<file path="config.mk">
export PLATFORM = sky130hd
export DESIGN_NAME = dfs_cfg_sequencer
export DESIGN_NICKNAME = d
export VERILOG_FILES = /design/src/rtl/dfs_cfg_sequencer.sv
export SDC_FILE = /design/constraint.sdc
export NUM_CORES = 1
export LEC_CHECK = 0
export CAP_MARGIN = 25
export CORE_ASPECT_RATIO = 1.2
export CORE_MARGIN = 2
export CORE_UTILIZATION = 40
export CTS_CLUSTER_DIAMETER = 120
export DETAILED_ROUTE_END_ITERATION = 6
export PLACE_DENSITY = 0.77
export SYNTH_ARGS = -nofsm -noshare
export SYNTH_HDL_FRONTEND = slang
export SYNTH_SLANG_ARGS = --single-unit
export TNS_END_PERCENT = 5
</file>
<file path="constraint.sdc">
create_clock -name clk -period 2.3 [get_ports clk]
set_input_delay 0.23 -clock clk [delete_from_list [all_inputs] [get_ports clk]]
set_output_delay 0.23 -clock clk [all_outputs]
set_load 0.005 [all_outputs]
</file>
<file path="src/rtl/dfs_cfg_sequencer.sv">
// dfs_cfg_sequencer: reads MMCM lookup and frequency BRAMs for a request, hands
// the decoded M/D/O fields to the reconfiguration engine and waits for lock.
module dfs_cfg_sequencer #(
  parameter int ADDR_WIDTH   = 10,
  parameter int LOCK_TIMEOUT = 4095
) (
  input  logic                  clk,
  input  logic                  rstn,
  input  logic                  req_valid,
  output logic                  req_ready,
  input  logic [ADDR_WIDTH-1:0] req_addr,
  output logic                  bram36_en,
  output logic [ADDR_WIDTH-1:0] bram36_addr,
  input  logic [35:0]           bram36_dout,
  output logic                  bram18_en,
  output logic [ADDR_WIDTH-1:0] bram18_addr,
  input  logic [17:0]           bram18_dout,
  output logic                  cfg_valid,
  input  logic                  cfg_ready,
  output logic [5:0]            cfg_m,
  output logic [5:0]            cfg_d,
  output logic [5:0]            cfg_o_int,
  output logic [2:0]            cfg_o_frac,
  output logic                  cfg_o_frac_en,
  input  logic                  mmcm_locked,
  output logic                  busy,
  output logic                  done,
  output logic                  err,
  output logic [1:0]            err_code,
  output logic [12:0]           cur_freq,
  output logic                  cur_valid
);
  localparam int CW = $clog2(LOCK_TIMEOUT + 1);
  typedef enum logic [2:0] {IDLE, RD, DEC, CFG, LOCK, DONE} state_t;
  state_t state, next;
  logic [ADDR_WIDTH-1:0] addr;
  logic [CW-1:0] cnt;
  logic [12:0] freq;
  logic bad, lock_ok, timeout, unused_bits;
  assign unused_bits = ^{bram36_dout[35:23], bram36_dout[0], bram18_dout[4:0]};
  assign bad = bram36_dout[22:17] == 6'd0 || bram36_dout[16:11] == 6'd0;
  // lock is masked for the first two LOCK cycles so a stale lock is not taken as new
  assign lock_ok = cnt >= CW'(2) && mmcm_locked;
  assign timeout = cnt == CW'(LOCK_TIMEOUT);
  assign bram36_addr = addr;
  assign bram18_addr = addr;
  always_comb begin
    next = state;
    case (state)
      IDLE:    next = req_valid ? RD : IDLE;
      RD:      next = DEC;
      DEC:     next = bad ? IDLE : CFG;
      CFG:     next = cfg_ready ? LOCK : CFG;
      LOCK:    next = lock_ok ? DONE : timeout ? IDLE : LOCK;
      DONE:    next = IDLE;
      default: next = IDLE;
    endcase
    req_ready = state == IDLE;
    busy      = state != IDLE;
    bram36_en = state == RD;
    bram18_en = state == RD;
    cfg_valid = state == CFG;
    done      = state == DONE;
    err       = (state == DEC && bad) || (state == LOCK && !lock_ok && timeout);
    err_code  = (state == DEC && bad) ? 2'b01 : (state == LOCK && !lock_ok && timeout) ? 2'b10 : 2'b00;
  end
  always_ff @(posedge clk) begin
    if (!rstn) begin
      state         <= IDLE;
      addr          <= '0;
      cnt           <= '0;
      freq          <= '0;
      cfg_m         <= '0;
      cfg_d         <= '0;
      cfg_o_int     <= '0;
      cfg_o_frac    <= '0;
      cfg_o_frac_en <= 1'b0;
      cur_freq      <= '0;
      cur_valid     <= 1'b0;
    end else begin
      state <= next;
      cnt   <= state == LOCK ? cnt + CW'(1) : '0;
      if (state == IDLE && req_valid) addr <= req_addr;
      if (state == DEC) begin
        cfg_m         <= bram36_dout[22:17];
        cfg_d         <= bram36_dout[16:11];
        cfg_o_int     <= bram36_dout[10:5];
        cfg_o_frac    <= bram36_dout[4:2];
        cfg_o_frac_en <= bram36_dout[1];
        freq          <= bram18_dout[17:5];
      end
      if (state == DEC && !bad) cur_valid <= 1'b0;
      if (state == DONE) begin
        cur_freq  <= freq;
        cur_valid <= 1'b1;
      end
    end
  end
endmodule

</file>
==> results of run 1 <==
-- power by group through the flow --
stage	combinational [mW]	sequential (mW)	clock [mW]
floorplan	0.232	1.41	0
global placement	0.464	1.42	0
detailed placement	0.471	1.42	0
CTS	0.476	1.39	1.05
global route	0.513	1.40	1.11
finish	0.469	1.39	1.03
-- final timing paths --
path	start	endpoint	slack [ns]	cells past startpoint
worst min register to register	cnt[0]	cnt[0]	0.44	1
worst max register to register	state[1]	cfg_m[5]	0.70	5
worst max-delay path	cnt[0]	err_code[1]	0.13	5
worst min-delay path	rstn	bram18_addr[6]	0.34	2
-- layout make-up --
| class | instances | area [sq um] | share of cell area |
|---|---|---|---|
| Inverter | 5 | 18.8 | 0.00422 |
| Sequential cell | 74 | 1490 | 0.335 |
| Clock inverter | 5 | 62.6 | 0.0141 |
| Tap cell | 92 | 115 | 0.0259 |
| Multi-Input combinational cell | 253 | 1380 | 0.311 |
| Clock buffer | 11 | 141 | 0.0318 |
| Timing Repair Buffer | 127 | 1240 | 0.278 |
-- per-layer routing --
layer	track usage	part of all wire
met3	0.0428	0.040
met2	0.303	0.48
met1	0.216	0.44
met5	0	0
met4	0.104	0.039
-- cells by family (layout without fill, tap and decap cells) --
group,Yosys count,count (layout)
compound gates,67,67
fa+ha+maj,2,2
flops,74,74
buf+inv,38,148
simple gates,175,175
xor+xnor,9,9
-- registers in the layout, indices dropped and copies added, names as in the netlist --
signal and flops:
freq 13, bram18_addr 10, cur_valid 1, cfg_o_frac 3, cfg_m 6, state 3
cfg_o_frac_en 1, cfg_d 6, cur_freq 13, cfg_o_int 6, cnt 12
-- through the flow --
step           setup WS, ns  utilization  instances  power [mW]
2_1_floorplan         0.850            -        365        1.65
3_3_place_gp        0.00124        0.552        547        1.88
3_5_place_dp        0.00332        0.552        547        1.89
4_1_cts             0.00572        0.581        563        2.92
5_1_grt              0.0431        0.587        567        3.02
6_report              0.131        0.587        567        2.89
-- synth_stat cells --
cell | count | area, sq um
xnor2_1 | 4 | 35.0
and2b_1 | 2 | 15.0
or4b_1 | 1 | 10.0
a22o_1 | 1 | 8.76
inv_2 | 1 | 3.75
o311a_1 | 1 | 10.0
nand3b_1 | 1 | 7.51
clkbuf_1 | 8 | 30.0
nand4b_1 | 1 | 8.76
xor2_1 | 5 | 43.8
nor4_1 | 5 | 31.3
nor3b_1 | 1 | 7.51
nand4_1 | 6 | 37.5
and2_1 | 1 | 6.26
nor2_1 | 16 | 60.1
or3_1 | 1 | 6.26
nand3_1 | 7 | 35.0
or2_1 | 1 | 6.26
a21boi_1 | 39 | 293
nand2_1 | 120 | 450
nor3_4 | 1 | 16.3
buf_4 | 11 | 82.6
and4_1 | 1 | 8.76
buf_6 | 4 | 45.0
a21boi_0 | 20 | 150
and3_1 | 4 | 25.0
buf_2 | 10 | 50.1
inv_1 | 4 | 15.0
nor3_1 | 3 | 15.0
o31a_1 | 1 | 8.76
nand2b_1 | 3 | 18.8
o21ai_0 | 3 | 15.0
a21oi_1 | 2 | 10.0
dfxtp_1 | 74 | 1480
ha_1 | 2 | 25.0
-- timing repair --
item,4_1_cts,5_1_grt
buffers inserted,0,4
endpoints found under the setup margin,1,2
pin swaps,0,2
gates resized for setup,3,9
==> summary.txt, run 1 <==
First-pass GRT wire length: 12300 microns
Inserted Diodes: 0
Syn. warnings: 0
Total negative slack: 0 ns
Total GRT Usage: 0.182
Max incr delay on CP: 0.49 ns
Synth Net Count: 436
Leak: 1.59 nW
Total gr overflow: 0
WL/cell: 13.7 microns
Max VDD drop: 0.391 mV
DR DRC count: 0
Switching Share: 0.254
Mapped Area: 3070 sq um
Vias in the first global route: 2681
Crit Path Class: flop to output port
Seq/Total Area, Yosys: 0.482
Crit path buffers/inverters: 1
Initial Util: 0.406
Avg Cell Area, Syn: 8.42 sq um
# rows: 35
Clock power frac: 0.356
Final setup viols: 0
DR vias/cell: 4.96
Pint: 2.15 mW
Post-route ant nets: 0
Pins Over Slew Limit: 0
CP top delay family: simple AND/OR/NAND/NOR gates
Die height: 100 microns
Sequential Power Share: 0.481
Cts hold-fix bufs: 0
CTS buffer count: 9
Combinational Power Share: 0.163
Sink Count: 74
Crit path cell chain: ha_2, nand4b_1, nor3_2, and3_4, clkdlybuf4s50_1
Hpwl dp: 5330 microns
Port buffer count: 114
CTS tree: yes
Post-route cell area: 4450 sq um
CP max FO: 5
CTS root buf: clkbuf_8
Max Freq: 0.461 GHz
Largest net degree at the start of global routing: 38
Switch Pwr: 732 uW
Compound-gate portion of the synthesized area: 0.161
Clk_lat worst skew: 0.34 ns
Skew final: 0.0107 ns
Routed WL: 7750 microns
DR iter-0 viols: 136
Run status: completed
Startpoint Class: flop
Total die area: 8400 sq um
CP Data Required Time: 2.07 ns
Post-synthesis adder-cell area fraction: 0.00814
Core footprint: 7580 sq um
Mux cell area share after synthesis: 0
Min Tclk post-route: 2.17 ns
Placed cell area: 4180 sq um
Flops & latches, synth: 74
Routability cong.: 0.904
Pwr/cell area: 648 nW/um^2
Mapped Cells: 365
Layout fillers: 691
Fin. Hold Viols: 0
IO Pins: 134
Initial antenna violation count: 0
Crit end category: output port
Commonest cells after routing, fill and taps aside: nand2_1 (120), clkdlybuf4s50_1 (112), dfxtp_1 (69)
Hold crit path type: input pin to flop
Worst-Margin Slew: 0.457 ns
Max clock buf depth: 2
Largest family of logic cells by synthesized area: simple AND/OR/NAND/NOR gates
Initial DRT Pass Iterations: 4
Total number of vias: 2812
Critical Path AT: 1.94 ns
Max-Cap Viols: 0
P&R area growth vs syn: 44.8%
Post-Synth XOR/XNOR Area: 0.0257
CTS H-Tree Depth: 3
Slew HR: 0.694
Nets: 541
Unique masters post-synth: 35
Share of cells above drive strength 1: 0.0842
Die Span X: 84.0 microns
Clock transition at path regs: 0.08 ns
Most common cell after layout, fill and taps aside: nand2_1
CP max-delay cell: clkdlybuf4s50_1
Post-Synth Simple-Gate Area: 0.249
Hold WS: 0.343 ns
Period utilisation layout: 0.943
Unrepaired setup endpoints after global routing: false
Power figures use the tool's default switching activity.
==> run 2: changes to the inputs <==
Settings changed: ABC_AREA set to 1, SKIP_LAST_GASP set to 1.
==> run 2 against run 1 <==
Global-route usage is 0.83 points higher. Synthesized cell count is 8.5% higher. Routed wire length is 0.65% lower. Critical endpoint is now req_ready. Sequential power is 4% higher. Non-clock buffer count is 7 lower. Critical path depth is 1 lower. Area after synthesis is 0.24% lower. Clock skew is 0.0055 ns lower. Worst setup slack better by 0.032 ns. Largest cell class unchanged.
==> summary.txt, run 2 <==
Post-route cell area: 4330 sq um (was 4450 sq um)
Main synth FF type: dfxtp_1 (unchanged)
Die height: 99.9 microns (was 100 microns)
Synth top cells by count: nor2_1 (82), dfxtp_1 (74), nand2_1 (62), o21ai_0 (41), a21oi_1 (32) (was nand2_1 (120), dfxtp_1 (74), a21boi_1 (39), a21boi_0 (20), nor2_1 (16))
Area leader, netlist: dfxtp_1 (unchanged)
Crit end category: output port (unchanged)
Setup ws final: 0.163 ns (was 0.131 ns)
Placed cell area: 4140 sq um (was 4180 sq um)
Post-route ant nets: 0 (unchanged)
Total gr overflow: 0 (unchanged)
Seq/Total Area, Yosys: 0.483 (was 0.482)
Post-synth EDFFs: 0 (unchanged)
CTS H-Tree Depth: 3 (unchanged)
Synth Net Count: 467 (was 436)
Share of cells above drive strength 1: 0.108 (was 0.0842)
Routed WL: 7700 microns (was 7750 microns)
Pins Over Slew Limit: 0 (unchanged)
P&R area growth vs syn: 41.3% (was 44.8%)
Min Tclk post-route: 2.14 ns (was 2.17 ns)
Core footprint: 7360 sq um (was 7580 sq um)
Top cells by area, synth: dfxtp_1 (48%), nor2_1 (10%), nand2_1 (7.6%) (was dfxtp_1 (48%), nand2_1 (15%), a21boi_1 (9.5%))
Skew final: 0.00523 ns (was 0.0107 ns)
Total negative slack: 0 ns (unchanged)
Total number of vias: 2851 (was 2812)
Critical Path AT: 1.91 ns (was 1.94 ns)
Share of the synthesized area in the top cell type: 0.483 (was 0.482)
Max VDD drop: 0.422 mV (was 0.391 mV)
Hold crit path type: flop to flop (was input pin to flop)
Final setup viols: 0 (unchanged)
Port buffer count: 114 (unchanged)
Max incr delay on CP: 0.60 ns (was 0.49 ns)
CTS tree: yes (unchanged)
Startpoint Class: flop (unchanged)
Mapped Area: 3070 sq um (about the same)
Post-synth ARST share: 0 (unchanged)
Initial antenna violation count: 0 (unchanged)
Sink Count: 74 (unchanged)
Pwr/cell area: 666 nW/um^2 (was 648 nW/um^2)
Inserted Diodes: 0 (unchanged)
Flops & latches, synth: 74 (unchanged)
# rows: 34 (was 35)
Worst-Margin Slew: 0.498 ns (was 0.457 ns)
Largest net degree at the start of global routing: 38 (unchanged)
Placement Setup Slack: 0.214 ns (was 0.00332 ns)
DR iter-0 viols: 59 (was 136)
CP Data Required Time: 2.07 ns (about the same)
CP max-delay cell: clkdlybuf4s50_1 (unchanged)
Die Span X: 83.9 microns (was 84.0 microns)
Syn. warnings: 0 (unchanged)
Unrepaired setup endpoints after global routing: false (unchanged)
Reg2reg setup slack: 0.60 ns (was 0.70 ns)
Crit path cell chain: nor2_2, inv_1, nor2_2, clkdlybuf4s50_1 (was ha_2, nand4b_1, nor3_2, and3_4, clkdlybuf4s50_1)
Max clock buf depth: 2 (unchanged)
Nets: 569 (was 541)
Fin. Hold Viols: 0 (unchanged)
Commonest cells after routing, fill and taps aside: clkdlybuf4s50_1 (112), nor2_1 (82), dfxtp_1 (72) (was nand2_1 (120), clkdlybuf4s50_1 (112), dfxtp_1 (69))
Initial Util: 0.417 (was 0.406)
WL/cell: 13.1 microns (was 13.7 microns)
CTS buffer count: 9 (unchanged)
CP max FO: 13 (was 5)
Leak: 1.68 nW (was 1.59 nW)
DR vias/cell: 4.84 (was 4.96)
Clk_lat worst skew: 0.34 ns (about the same)
Crit Path Class: flop to output port (unchanged)
Initial DRT Pass Iterations: 4 (unchanged)
Hpwl dp: 5450 microns (was 5330 microns)
Cell repeated most along the worst path: nor2_2
Clock transition at path regs: 0.07 ns (was 0.08 ns)
Most common cell after layout, fill and taps aside: clkdlybuf4s50_1 (was nand2_1)
Most common cell in the netlist: nor2_1 (was nand2_1)
Slew HR: 0.668 (was 0.694)
Vias in the first global route: 2739 (was 2681)
CTS root buf: clkbuf_8 (unchanged)
Routability cong.: 0.772 (was 0.904)
Run status: completed (unchanged)
Unique masters post-synth: 31 (was 35)
Total die area: 8380 sq um (was 8400 sq um)
DR DRC count: 0 (unchanged)
Max Freq: 0.468 GHz (was 0.461 GHz)
Avg Cell Area, Syn: 7.74 sq um (was 8.42 sq um)
Period utilisation layout: 0.929 (was 0.943)
Max-Cap Viols: 0 (unchanged)
Top Registers: cur_freq x13, freq x13, cnt x12 (unchanged)
Total GRT Usage: 0.190 (was 0.182)
IO Pins: 134 (unchanged)
Mapped Cells: 396 (was 365)
First-pass GRT wire length: 12800 microns (was 12300 microns)
[run 2: final cells by class]
cell class                      count  area, sq um
Clock buffer                       12          165
Fill cell                         681         3030
Inverter                           22         90.1
Multi-Input combinational cell    271         1290
Sequential cell                    74         1480
Tap cell                           90          113
Timing Repair Buffer              120         1190
[run 2: kinds of logic after synthesis]
kind of cell,count (synthesis),synth area share
simple gates,191,0.276
compound gates,77,0.129
flops,74,0.483
buf+inv,51,0.102
fa+ha+maj,2,0.00816
xor+xnor,1,0.00286
[run 2: report_power, final]
group          total [mW]  switching [mW]  leakage (nW)  internal, mW
logic               0.553           0.246         0.992         0.307
clock network       0.885           0.429        0.0863         0.457
registers            1.44          0.0579         0.603          1.39
total                2.88           0.733          1.68          2.15
[run 2: what timing repair did]
item	4_1_cts	5_1_grt
pin swaps	1	0
setup endpoints to repair	2	1
setup buffers	1	0
gates resized for setup	5	3
hold buffers	0	0
[run 2: worst max-delay path, delay by kind of cell, from the launching register on]
| kind | cells | cell delay [ns] |
|---|---|---|
| buffers and inverters | 2 | 0.66 |
| flip-flops | 1 | 0.37 |
| AND/OR/NAND/NOR | 2 | 0.54 |
[run 2: routing by layer]
metal	vias to the layer above	wire length [microns]	global-route usage
li1	1467	-	-
met1	1300	3310	0.221
met2	71	3890	0.334
met3	13	323	0.0387
met4	0	175	0.0943
met5	-	0	0
[run 2: final timing paths]
check                              start   endpoint  cells past startpoint
worst min register to register    cnt[0]     cnt[0]                      1
worst min-delay path              cnt[0]     cnt[0]                      1
worst max-delay path            state[0]  req_ready                      4
worst max register to register  state[0]   state[0]                      7
[run 2: stage by stage]
stage | util | hold slack, ns | total power [mW] | instances
detailed placement | 0.563 | 0.451 | 2.03 | 576
floorplan | - | 0.358 | 1.75 | 396
global route | 0.588 | 0.458 | 3.02 | 589
finish | 0.588 | 0.436 | 2.88 | 589
global placement | 0.563 | 0.444 | 2.02 | 576
CTS | 0.587 | 0.432 | 2.92 | 589
